### src/rtl/vram_arbiter_pkg.sv
// Shared types and width defaults for the video RAM arbiter slice.
package vram_pkg;

    localparam int unsigned ADDR_W_DEF = 16;
    localparam int unsigned DATA_W_DEF = 32;

    typedef enum logic {
        OWNER_CPU = 1'b0,
        OWNER_GPU = 1'b1
    } owner_t;

    typedef enum logic {
        IDLE  = 1'b0,
        GRANT = 1'b1
    } state_t;

endpackage

### src/rtl/vram_arbiter_if.sv
// Bundle of CPU, GPU and RAM-port signals around the arbiter.
// slave = arbiter side, master = requesters plus RAM side.
interface vram_arbiter_if
    import vram_pkg::*;
#(
    parameter int unsigned ADDR_W = ADDR_W_DEF,
    parameter int unsigned DATA_W = DATA_W_DEF
);

    logic                  CPUReq;
    logic                  CPUWrite;
    logic [ADDR_W-1:0]     CPUAddress;
    logic [DATA_W-1:0]     CPUWriteData;
    logic [DATA_W/8-1:0]   CPUByteEnable;
    logic                  CPUGrant;
    logic [DATA_W-1:0]     CPUReadData;
    logic                  CPUReadValid;

    logic                  GPUReq;
    logic [ADDR_W-1:0]     GPUAddress;
    logic                  GPUGrant;
    logic [DATA_W-1:0]     GPUData;
    logic                  GPUDataValid;

    logic                  MemEnable;
    logic                  MemWrite;
    logic [ADDR_W-1:0]     MemAddress;
    logic [DATA_W-1:0]     MemWriteData;
    logic [DATA_W/8-1:0]   MemByteEnable;
    logic [DATA_W-1:0]     MemReadData;

    modport slave (
        input  CPUReq, CPUWrite, CPUAddress, CPUWriteData, CPUByteEnable,
        output CPUGrant, CPUReadData, CPUReadValid,
        input  GPUReq, GPUAddress,
        output GPUGrant, GPUData, GPUDataValid,
        output MemEnable, MemWrite, MemAddress, MemWriteData, MemByteEnable,
        input  MemReadData
    );

    modport master (
        output CPUReq, CPUWrite, CPUAddress, CPUWriteData, CPUByteEnable,
        input  CPUGrant, CPUReadData, CPUReadValid,
        output GPUReq, GPUAddress,
        input  GPUGrant, GPUData, GPUDataValid,
        input  MemEnable, MemWrite, MemAddress, MemWriteData, MemByteEnable,
        output MemReadData
    );

endinterface

### src/rtl/vram_arbiter_return_pipe.sv
// Read-return tracking: tag stage 1 covers the issue cycle, stage 2 the
// cycle RAM data is on the bus; data is then registered to its owner.
module vram_return_pipe
    import vram_pkg::*;
#(
    parameter int unsigned DATA_W = DATA_W_DEF
) (
    input  logic              Clock,
    input  logic              ResetN,
    input  logic              issue_valid,
    input  owner_t            issue_owner,
    input  logic [DATA_W-1:0] mem_rdata,
    output logic [DATA_W-1:0] cpu_data,
    output logic              cpu_valid,
    output logic [DATA_W-1:0] gpu_data,
    output logic              gpu_valid
);

    logic   s1_valid;
    owner_t s1_owner;
    logic   s2_valid;
    owner_t s2_owner;

    // Advance tags each cycle; owner only loads with a live tag so it stays stable in flight.
    always_ff @(posedge Clock or negedge ResetN) begin
        if (!ResetN) begin
            s1_valid  <= 1'b0;
            s1_owner  <= OWNER_CPU;
            s2_valid  <= 1'b0;
            s2_owner  <= OWNER_CPU;
            cpu_valid <= 1'b0;
            cpu_data  <= '0;
            gpu_valid <= 1'b0;
            gpu_data  <= '0;
        end else begin
            s1_valid <= issue_valid;
            if (issue_valid) s1_owner <= issue_owner;
            s2_valid <= s1_valid;
            if (s1_valid) s2_owner <= s1_owner;

            cpu_valid <= s2_valid && (s2_owner == OWNER_CPU);
            gpu_valid <= s2_valid && (s2_owner == OWNER_GPU);
            if (s2_valid && (s2_owner == OWNER_CPU)) cpu_data <= mem_rdata;
            if (s2_valid && (s2_owner == OWNER_GPU)) gpu_data <= mem_rdata;
        end
    end

endmodule

### src/rtl/vram_arbiter.sv
// Two-requester VRAM arbiter: GPU scanout normally wins, but the CPU is
// forced through after STARVE_LIMIT consecutive losses.
module vram_arbiter
    import vram_pkg::*;
#(
    parameter int unsigned ADDR_W       = ADDR_W_DEF,
    parameter int unsigned DATA_W       = DATA_W_DEF,
    parameter int unsigned STARVE_LIMIT = 4
) (
    input  logic            Clock,
    input  logic            ResetN,
    vram_arbiter_if.slave   bus
);

    localparam int unsigned BE_W  = DATA_W / 8;
    localparam logic [2:0]  LIMIT = 3'(STARVE_LIMIT);

    state_t              state;
    logic [2:0]          starve;
    logic                gpu_win;
    logic                cpu_win;
    logic                issue_valid;
    owner_t              issue_owner;

    logic                cpu_grant;
    logic                gpu_grant;
    logic                mem_en;
    logic                mem_we;
    logic [ADDR_W-1:0]   mem_addr;
    logic [DATA_W-1:0]   mem_wdata;
    logic [BE_W-1:0]     mem_be;

    logic [DATA_W-1:0]   cpu_data;
    logic                cpu_valid;
    logic [DATA_W-1:0]   gpu_data;
    logic                gpu_valid;

    // Winner selection and read-issue tag for the current IDLE cycle.
    always_comb begin
        gpu_win     = bus.GPUReq && (!bus.CPUReq || (starve < LIMIT));
        cpu_win     = bus.CPUReq && !gpu_win;
        issue_valid = (state == IDLE) && (gpu_win || (cpu_win && !bus.CPUWrite));
        issue_owner = gpu_win ? OWNER_GPU : OWNER_CPU;
    end

    // Two-state FSM with registered grant and RAM-port outputs.
    always_ff @(posedge Clock or negedge ResetN) begin
        if (!ResetN) begin
            state     <= IDLE;
            starve    <= '0;
            cpu_grant <= 1'b0;
            gpu_grant <= 1'b0;
            mem_en    <= 1'b0;
            mem_we    <= 1'b0;
            mem_addr  <= '0;
            mem_wdata <= '0;
            mem_be    <= '0;
        end else begin
            cpu_grant <= 1'b0;
            gpu_grant <= 1'b0;
            mem_en    <= 1'b0;
            mem_we    <= 1'b0;
            mem_addr  <= '0;
            mem_wdata <= '0;
            mem_be    <= '0;
            case (state)
                IDLE: begin
                    if (gpu_win) begin
                        state     <= GRANT;
                        gpu_grant <= 1'b1;
                        mem_en    <= 1'b1;
                        mem_addr  <= bus.GPUAddress;
                    end else if (cpu_win) begin
                        state     <= GRANT;
                        cpu_grant <= 1'b1;
                        mem_en    <= 1'b1;
                        mem_we    <= bus.CPUWrite;
                        mem_addr  <= bus.CPUAddress;
                        mem_wdata <= bus.CPUWrite ? bus.CPUWriteData : '0;
                        mem_be    <= bus.CPUWrite ? bus.CPUByteEnable : '1;
                    end
                    if (bus.CPUReq && gpu_win) begin
                        if (starve < LIMIT) starve <= starve + 3'd1;
                    end else begin
                        starve <= '0;
                    end
                end
                GRANT: state <= IDLE;
                default: state <= IDLE;
            endcase
        end
    end

    vram_return_pipe #(
        .DATA_W (DATA_W)
    ) u_return_pipe (
        .Clock       (Clock),
        .ResetN      (ResetN),
        .issue_valid (issue_valid),
        .issue_owner (issue_owner),
        .mem_rdata   (bus.MemReadData),
        .cpu_data    (cpu_data),
        .cpu_valid   (cpu_valid),
        .gpu_data    (gpu_data),
        .gpu_valid   (gpu_valid)
    );

    assign bus.CPUGrant      = cpu_grant;
    assign bus.GPUGrant      = gpu_grant;
    assign bus.MemEnable     = mem_en;
    assign bus.MemWrite      = mem_we;
    assign bus.MemAddress    = mem_addr;
    assign bus.MemWriteData  = mem_wdata;
    assign bus.MemByteEnable = mem_be;
    assign bus.CPUReadData   = cpu_data;
    assign bus.CPUReadValid  = cpu_valid;
    assign bus.GPUData       = gpu_data;
    assign bus.GPUDataValid  = gpu_valid;

endmodule
### src/flat_wrapper.sv
// flat-port wrapper written by rule: the top's interface ports become plain ports
module vram_arbiter_flat import vram_pkg::*;
#(
    parameter int unsigned ADDR_W       = ADDR_W_DEF,
    parameter int unsigned DATA_W       = DATA_W_DEF,
    parameter int unsigned STARVE_LIMIT = 4
)
  (Clock, ResetN, bus_CPUReq, bus_CPUWrite, bus_CPUAddress, bus_CPUWriteData, bus_CPUByteEnable, bus_CPUGrant, bus_CPUReadData, bus_CPUReadValid, bus_GPUReq, bus_GPUAddress, bus_GPUGrant, bus_GPUData, bus_GPUDataValid, bus_MemEnable, bus_MemWrite, bus_MemAddress, bus_MemWriteData, bus_MemByteEnable, bus_MemReadData);
  vram_arbiter_if #(.ADDR_W(ADDR_W), .DATA_W(DATA_W)) bus_i ();
  input  logic Clock;
  input  logic ResetN;
  input wire logic [$bits(bus_i.CPUReq)-1:0] bus_CPUReq;
  input wire logic [$bits(bus_i.CPUWrite)-1:0] bus_CPUWrite;
  input wire logic [$bits(bus_i.CPUAddress)-1:0] bus_CPUAddress;
  input wire logic [$bits(bus_i.CPUWriteData)-1:0] bus_CPUWriteData;
  input wire logic [$bits(bus_i.CPUByteEnable)-1:0] bus_CPUByteEnable;
  output wire logic [$bits(bus_i.CPUGrant)-1:0] bus_CPUGrant;
  output wire logic [$bits(bus_i.CPUReadData)-1:0] bus_CPUReadData;
  output wire logic [$bits(bus_i.CPUReadValid)-1:0] bus_CPUReadValid;
  input wire logic [$bits(bus_i.GPUReq)-1:0] bus_GPUReq;
  input wire logic [$bits(bus_i.GPUAddress)-1:0] bus_GPUAddress;
  output wire logic [$bits(bus_i.GPUGrant)-1:0] bus_GPUGrant;
  output wire logic [$bits(bus_i.GPUData)-1:0] bus_GPUData;
  output wire logic [$bits(bus_i.GPUDataValid)-1:0] bus_GPUDataValid;
  output wire logic [$bits(bus_i.MemEnable)-1:0] bus_MemEnable;
  output wire logic [$bits(bus_i.MemWrite)-1:0] bus_MemWrite;
  output wire logic [$bits(bus_i.MemAddress)-1:0] bus_MemAddress;
  output wire logic [$bits(bus_i.MemWriteData)-1:0] bus_MemWriteData;
  output wire logic [$bits(bus_i.MemByteEnable)-1:0] bus_MemByteEnable;
  input wire logic [$bits(bus_i.MemReadData)-1:0] bus_MemReadData;
  assign bus_i.CPUReq = bus_CPUReq;
  assign bus_i.CPUWrite = bus_CPUWrite;
  assign bus_i.CPUAddress = bus_CPUAddress;
  assign bus_i.CPUWriteData = bus_CPUWriteData;
  assign bus_i.CPUByteEnable = bus_CPUByteEnable;
  assign bus_CPUGrant = bus_i.CPUGrant;
  assign bus_CPUReadData = bus_i.CPUReadData;
  assign bus_CPUReadValid = bus_i.CPUReadValid;
  assign bus_i.GPUReq = bus_GPUReq;
  assign bus_i.GPUAddress = bus_GPUAddress;
  assign bus_GPUGrant = bus_i.GPUGrant;
  assign bus_GPUData = bus_i.GPUData;
  assign bus_GPUDataValid = bus_i.GPUDataValid;
  assign bus_MemEnable = bus_i.MemEnable;
  assign bus_MemWrite = bus_i.MemWrite;
  assign bus_MemAddress = bus_i.MemAddress;
  assign bus_MemWriteData = bus_i.MemWriteData;
  assign bus_MemByteEnable = bus_i.MemByteEnable;
  assign bus_i.MemReadData = bus_MemReadData;
  vram_arbiter #(.ADDR_W(ADDR_W), .DATA_W(DATA_W), .STARVE_LIMIT(STARVE_LIMIT)) u_core (.Clock(Clock), .ResetN(ResetN), .bus(bus_i));
endmodule
### config.mk
export PLATFORM = sky130hd
export DESIGN_NAME = vram_arbiter_flat
export DESIGN_NICKNAME = d
export VERILOG_FILES = /design/src/rtl/vram_arbiter_pkg.sv /design/src/rtl/vram_arbiter_if.sv /design/src/rtl/vram_arbiter_return_pipe.sv /design/src/rtl/vram_arbiter.sv /design/src/flat_wrapper.sv
export SDC_FILE = /design/constraint.sdc
export NUM_CORES = 1
export LEC_CHECK = 0
export BUFFER_PORTS_ARGS = -buffer_cell sky130_fd_sc_hd__buf_4
export CAP_MARGIN = 20
export CORE_MARGIN = 3
export CORE_UTILIZATION = 46
export DETAILED_ROUTE_END_ITERATION = 12
export PLACE_DENSITY = 0.83
export SYNTH_ARGS = -nofsm -noshare
export SYNTH_HDL_FRONTEND = slang
export SYNTH_SLANG_ARGS = --single-unit
### constraint.sdc
create_clock -name Clock -period 1.51 [get_ports Clock]
set_input_delay 0.0755 -clock Clock [delete_from_list [all_inputs] [get_ports Clock]]
set_output_delay 0.0755 -clock Clock [all_outputs]
set_load 0.03 [all_outputs]
* After elaboration in Yosys (flattened, before gate mapping)
Cells that the tools add are included.
** Storage, ports and cells
- Register bits :: 130
- Input port bits :: 105
- Output and inout bits :: 122
- Word-level logic and storage cells :: 59
** Operators by class
- $add $sub $neg :: 1
- Order comparisons :: 1
- Equal/unequal tests :: 1
- Muxes and demuxes :: 24
- Bitwise gates (word level) :: 2
- Reductions and logical operators :: 13
** Operator list (count)
- 32-bit two-way mux :: 4
- 16-bit two-way mux :: 3
- 4-bit two-way mux :: 4
- 1-bit two-way mux :: 10
- 1-bit logical AND :: 7
- 3-bit two-way mux :: 2
- 3-bit by 1-bit adder with 3-bit output, second input constant :: 1
- 1-bit zero test :: 3
- 3-bit less-than comparator, second input constant :: 1
- 1-bit logical OR :: 2
- 2-bit by 1-bit inequality test with 1-bit output, second input constant :: 1
- 1-bit inverter :: 2
- 1-bit case mux with 2 select lines :: 1
- 2-bit AND reduction :: 1

* Depth between registers and ports, before layout
- Depth after elaboration :: 8
- Depth in mapped cells :: 5
- Depth with buffers taken out :: 3

* Hierarchy
A second synthesis with hierarchy kept.
** Second synthesis, totals
- Cells, all modules :: 336
- Area, all modules :: 5575.3 um2
** Modules (own cells, without submodules)
- vram_arbiter :: times used 1, cells an instance 190, area an instance 2847.7 um2, seq. area each 1476.4 um2
- vram_return_pipe :: times used 1, cells an instance 146, area an instance 2727.6 um2, seq. area each 1751.7 um2

* Least setup slack after synthesis
Ideal clock, no wire load.
- Path type :: reg2reg
- Start point :: reg, netlist name u_core.bus.MemEnable
- End point :: reg u_core.mem_wdata[22] (netlist: u_core.bus.MemWriteData[22])
- Arrival :: 1258 ps
- Data required time :: 1391 ps
- Setup slack :: 133 ps
- Cell stages (with the launch flop) :: 6
- Path buffers :: 2
- Period minus slack after synthesis :: 1377 ps
- Path through :: dfrtp_1 > buf_2 > nor2b_1 > and3_1 > buf_2 > and2_1
** RTL lines
- to (signal assigned) :: RTL line vram_arbiter.sv:79 : mem_wdata <= bus.CPUWrite ? bus.CPUWriteData : '0;
- to (decl) :: RTL line vram_arbiter.sv:30 : logic [DATA_W-1:0] mem_wdata;

* Final worst setup path
- Start point :: reg u_core.mem_en (netlist: u_core.bus.MemEnable)
- End point :: out bus_MemEnable
** RTL lines
- from (decl) :: RTL line vram_arbiter.sv:27 : logic mem_en;
- from (signal assigned) :: RTL line vram_arbiter.sv:53 : mem_en <= 1'b0;
- from (signal assigned) :: RTL line vram_arbiter.sv:61 : mem_en <= 1'b0;
- from (signal assigned) :: RTL line vram_arbiter.sv:71 : mem_en <= 1'b1;
- to (decl) :: RTL line flat_wrapper.sv:25 : output wire logic [$bits(bus_i.MemEnable)-1:0] bus_MemEnable;
No word-level cell between the ends.

==> key figures <==
Pwr
  – Seq pwr share: 36.2%
  – Clock power frac: 29.1%
  – Max VDD drop: 0.871 mV
  – Comb pwr share: 34.6%
  – Static Leak: 4.01 nW
  – P_sw: 0.00439 W
  – Switch share: 33.9%
  – Internal power: 0.00857 W
  – Pwr/cell area: 1600 nW/µm²

Timing
  – Final Max Slew Viols: 0
  – Tmin final: 1.41 ns
  – Setup_tns: 0 ns
  – Period utilization: 93.6%
  – Final Hold Fails: 0
  – RSZ-0062 raised after global routing: false
  – Worst Tran Pin Value: about 0.67 ns
  – Skew final: ~0.014 ns
  – Setup violators final: 0
  – Slew HR: around 55%
  – Fmax: 0.708 GHz

Floorplan
  – I/O Pins: about 230
  – Core area: 9770 µm²
  – Starting density of the core: between 40% and 50%
  – # rows: 36
  – DIE AREA: 11300 µm²
  – Die Y: between 100 and 150 µm
  – Die X: between 100 and 150 µm

Place
  – Post-DP HPWL: 7760 µm
  – # port buffers: 226
  – GPL Wtd Cong: approximately 0.73
  – Placed Instances: 661

Yosys
  – Post-synthesis cell count: 313
  – Distinct cells, synth: 18
  – Synthesized Nets: roughly 420
  – Avg Inst Size Synth: roughly 15 µm²
  – Post-synth top flop: dfrtp_1
  – Cell taking the most area after synthesis: dfrtp_1
  – Sequential area share after synthesis: 69.6%
  – Synth Register Bits: roughly 130
  – Asr flop ratio synth: 100%
  – Count of flip-flops with a built-in enable after synthesis: 0
  – Yosys warning total: 0
  – Post-synth top cells: dfrtp_1 (129), mux2_2 (65), and2_1 (33)
  – Synth top area share: 69.6%
  – Most frequent cell after synthesis: dfrtp_1
  – Cell Area, Synth: ~4600 µm²
  – Top post-synthesis cells by area: dfrtp_1 (70%), mux2_2 (16%), and2_1 (4.5%), a32oi_1 (3.0%), nor2_1 (1.5%)

Worst setup path
  – Slowest CP cell: dfrtp_1
  – Critical path startpoint category: flop
  – FF-to-FF path depth: 4
  – Worst Path Required: 1.43 ns
  – Slowest stage delay, CP: a little under 0.4 ns
  – CP cell instances: buf_6 > buf_4
  – CP endpoint kind: primary output
  – Worst-path fanout max: 26
  – Setup CP Type: flop to primary output
  – Crit path DAT: 1.34 ns

Layout
  – Syn-to-layout area delta: 74.9%
  – Reg area: about 3200 µm²
  – Nets: 756
  – Layout cells sized above 1: 49.9%
  – Multi-input gate area: 1300 µm²
  – Number of diodes: 0
  – Post-Layout Cell Count: 796
  – Fill count: 451

Routing
  – DRC: 0
  – Detailed Route Iter0 Violations: 171
  – Detailed Routing Iterations Pass 1: 4
  – Antenna-violating nets left: 0
  – WL/cell: 18.5 µm
  – Routed wire length: 14700 µm
  – Vias per cell: 4.98
  – Vias: 3965

Global routing
  – First-pass GRT wire length: between 20000 and 25000 µm
  – Largest net degree at the start of global routing: between 100 and 150
  – Vias in the first global route: 4233
  – Grt total ovfl: 0
  – All-layer global routing usage: 26.4%
  – Initial antenna violation count: 0

Hold path
  – Hold depth: 3
  – Worst Hold Class: primary input to flop

CTS
  – CTS max path bufs: 2
  – CTS tree: yes
  – H-tree levels: 4
  – Worst-Skew Late Latency: 0.50 ns
  – Clock sinks: 129
  – Root buf cell: clkbuf_8
  – CTS buffer count: 17
  – Clock slew at reported path FFs: 0.06 ns

Flow run
  – Max-cap viol count: 0

Status
  – Outcome: finished clean
kinds of logic (layout without fill, tap and decap cells):
group | Yosys count | after routing | synth area share (%)
buffers and inverters | 27 | 377 | 2.56
muxes | 65 | 65 | 15.8
AOI/OAI and AO/OA | 28 | 28 | 4.69
DFF | 129 | 129 | 69.6
and+or+nand+nor | 63 | 63 | 7.09
adders and majority gates | 1 | 1 | 0.270
sequential cells by signal, indices dropped and copies added, names as in the netlist:
signal and flops:
u_core.starve 3, u_core.bus.MemByteEnable 4, u_core.u_return_pipe.s2_valid 1, u_core.u_return_pipe.cpu_data 32, u_core.bus.MemWriteData 32, u_core.u_return_pipe.cpu_valid 1
u_core.u_return_pipe.s2_owner 1, u_core.bus.GPUGrant 1, u_core.u_return_pipe.s1_owner 1, u_core.bus.MemEnable 1, u_core.u_return_pipe.gpu_data 32, u_core.bus.MemAddress 16
u_core.bus.CPUGrant 1, u_core.bus.MemWrite 1, u_core.u_return_pipe.s1_valid 1, u_core.u_return_pipe.gpu_valid 1
power by group through the flow:
| stage | logic (W) | registers (W) | clock network [W] |
|---|---|---|---|
| after floorplan | 0.000873 | 0.00623 | 0 |
| after global placement | 0.00417 | 0.00468 | 0 |
| after detailed placement | 0.00422 | 0.00472 | 0 |
| after CTS | 0.00445 | 0.00467 | 0.00382 |
| after global routing | 0.00468 | 0.00479 | 0.00400 |
| final | 0.00449 | 0.00469 | 0.00377 |
worst paths after layout:
| check | start | endpoint | slack [ns] |
|---|---|---|---|
| worst max-delay path | u_core.bus.MemEnable | bus_MemEnable | 0.1 |
| worst min-delay path | bus_CPUReq | u_core.u_return_pipe.s1_owner | 0.12 |
| worst max register to register | u_core.starve[2] | u_core.bus.MemAddress[14] | 0.12 |
| worst min register to register | u_core.u_return_pipe.s1_valid | u_core.u_return_pipe.s2_valid | 0.41 |
| max in group asynchronous | ResetN | u_core.u_return_pipe.cpu_data[25] | 0.79 |
| min in group asynchronous | ResetN | u_core.u_return_pipe.gpu_data[8] | 0.19 |
final cells by class:
class / instances / area share [%]
multi-input combinational: 157 / 16.1
timing repair buffer: 336 / 34.8
sequential: 129 / 39.8
clock buffer: 23 / 5.88
clock inverter: 9 / 1.00
tap: 133 / 2.05
inverter: 9 / 0.416
per-stage QoR:
stage | instance area [µm²] | hold slack, ns | total power, W | utilization (%) | worst slack (ns)
2_1_floorplan | 4640 | -0.220 | 0.00711 | - | 0.133
3_3_place_gp | 6510 | 0.228 | 0.00885 | 66.6 | -0.0295
3_5_place_dp | 6510 | 0.246 | 0.00895 | 66.6 | -0.0967
4_1_cts | 8100 | 0.0476 | 0.0129 | 82.9 | 0.0859
5_1_grt | 8110 | 0.113 | 0.0135 | 83.0 | 0.0265
6_report | 8110 | 0.118 | 0.0130 | 83.0 | 0.0972
per-layer routing:
| metal | share of wire (%) | GRT usage (%) |
|---|---|---|
| met5 | 0 | 0 |
| met4 | 1.9 | 9.22 |
| met3 | 9.8 | 9.78 |
| met2 | 51 | 44.1 |
| met1 | 37 | 31.6 |
placed cells by master, fill, tap and decap left out:
master	count
buf_4	229
dfrtp_1	129
dlygate4sd3_1	103
mux2_2	65
and2_1	33
nor2_1	19
a32oi_1	16
clkbuf_16	16
inv_1	9
nand2_1	7
a21oi_1	6
clkbuf_8	5
clkinv_2	4
o31ai_1	3
clkinvlp_4	3
buf_12	3
clkbuf_1	2
nand2b_1	1
a21boi_2	1
nor2b_1	1
and3_4	1
nor2b_4	1
o21ai_0	1
o221ai_1	1
ha_1	1
bufinv_16	1
clkinv_4	1
buf_6	1
worst max-delay path, delay by kind of cell, from the launching register on:
family                 cells  cell delay, ns
buffers and inverters      2            0.44
DFF                        1            0.39
repair_timing:
action	4_1_cts	5_1_grt
endpoints found under the setup margin	33	8
hold buffers	103	0
pin swaps	0	0
endpoints found under the hold margin	248	0
gates resized for setup	1	2
cloned	0	0
buffers inserted	0	0
No activity file was read; power rests on OpenSTA's default activity.
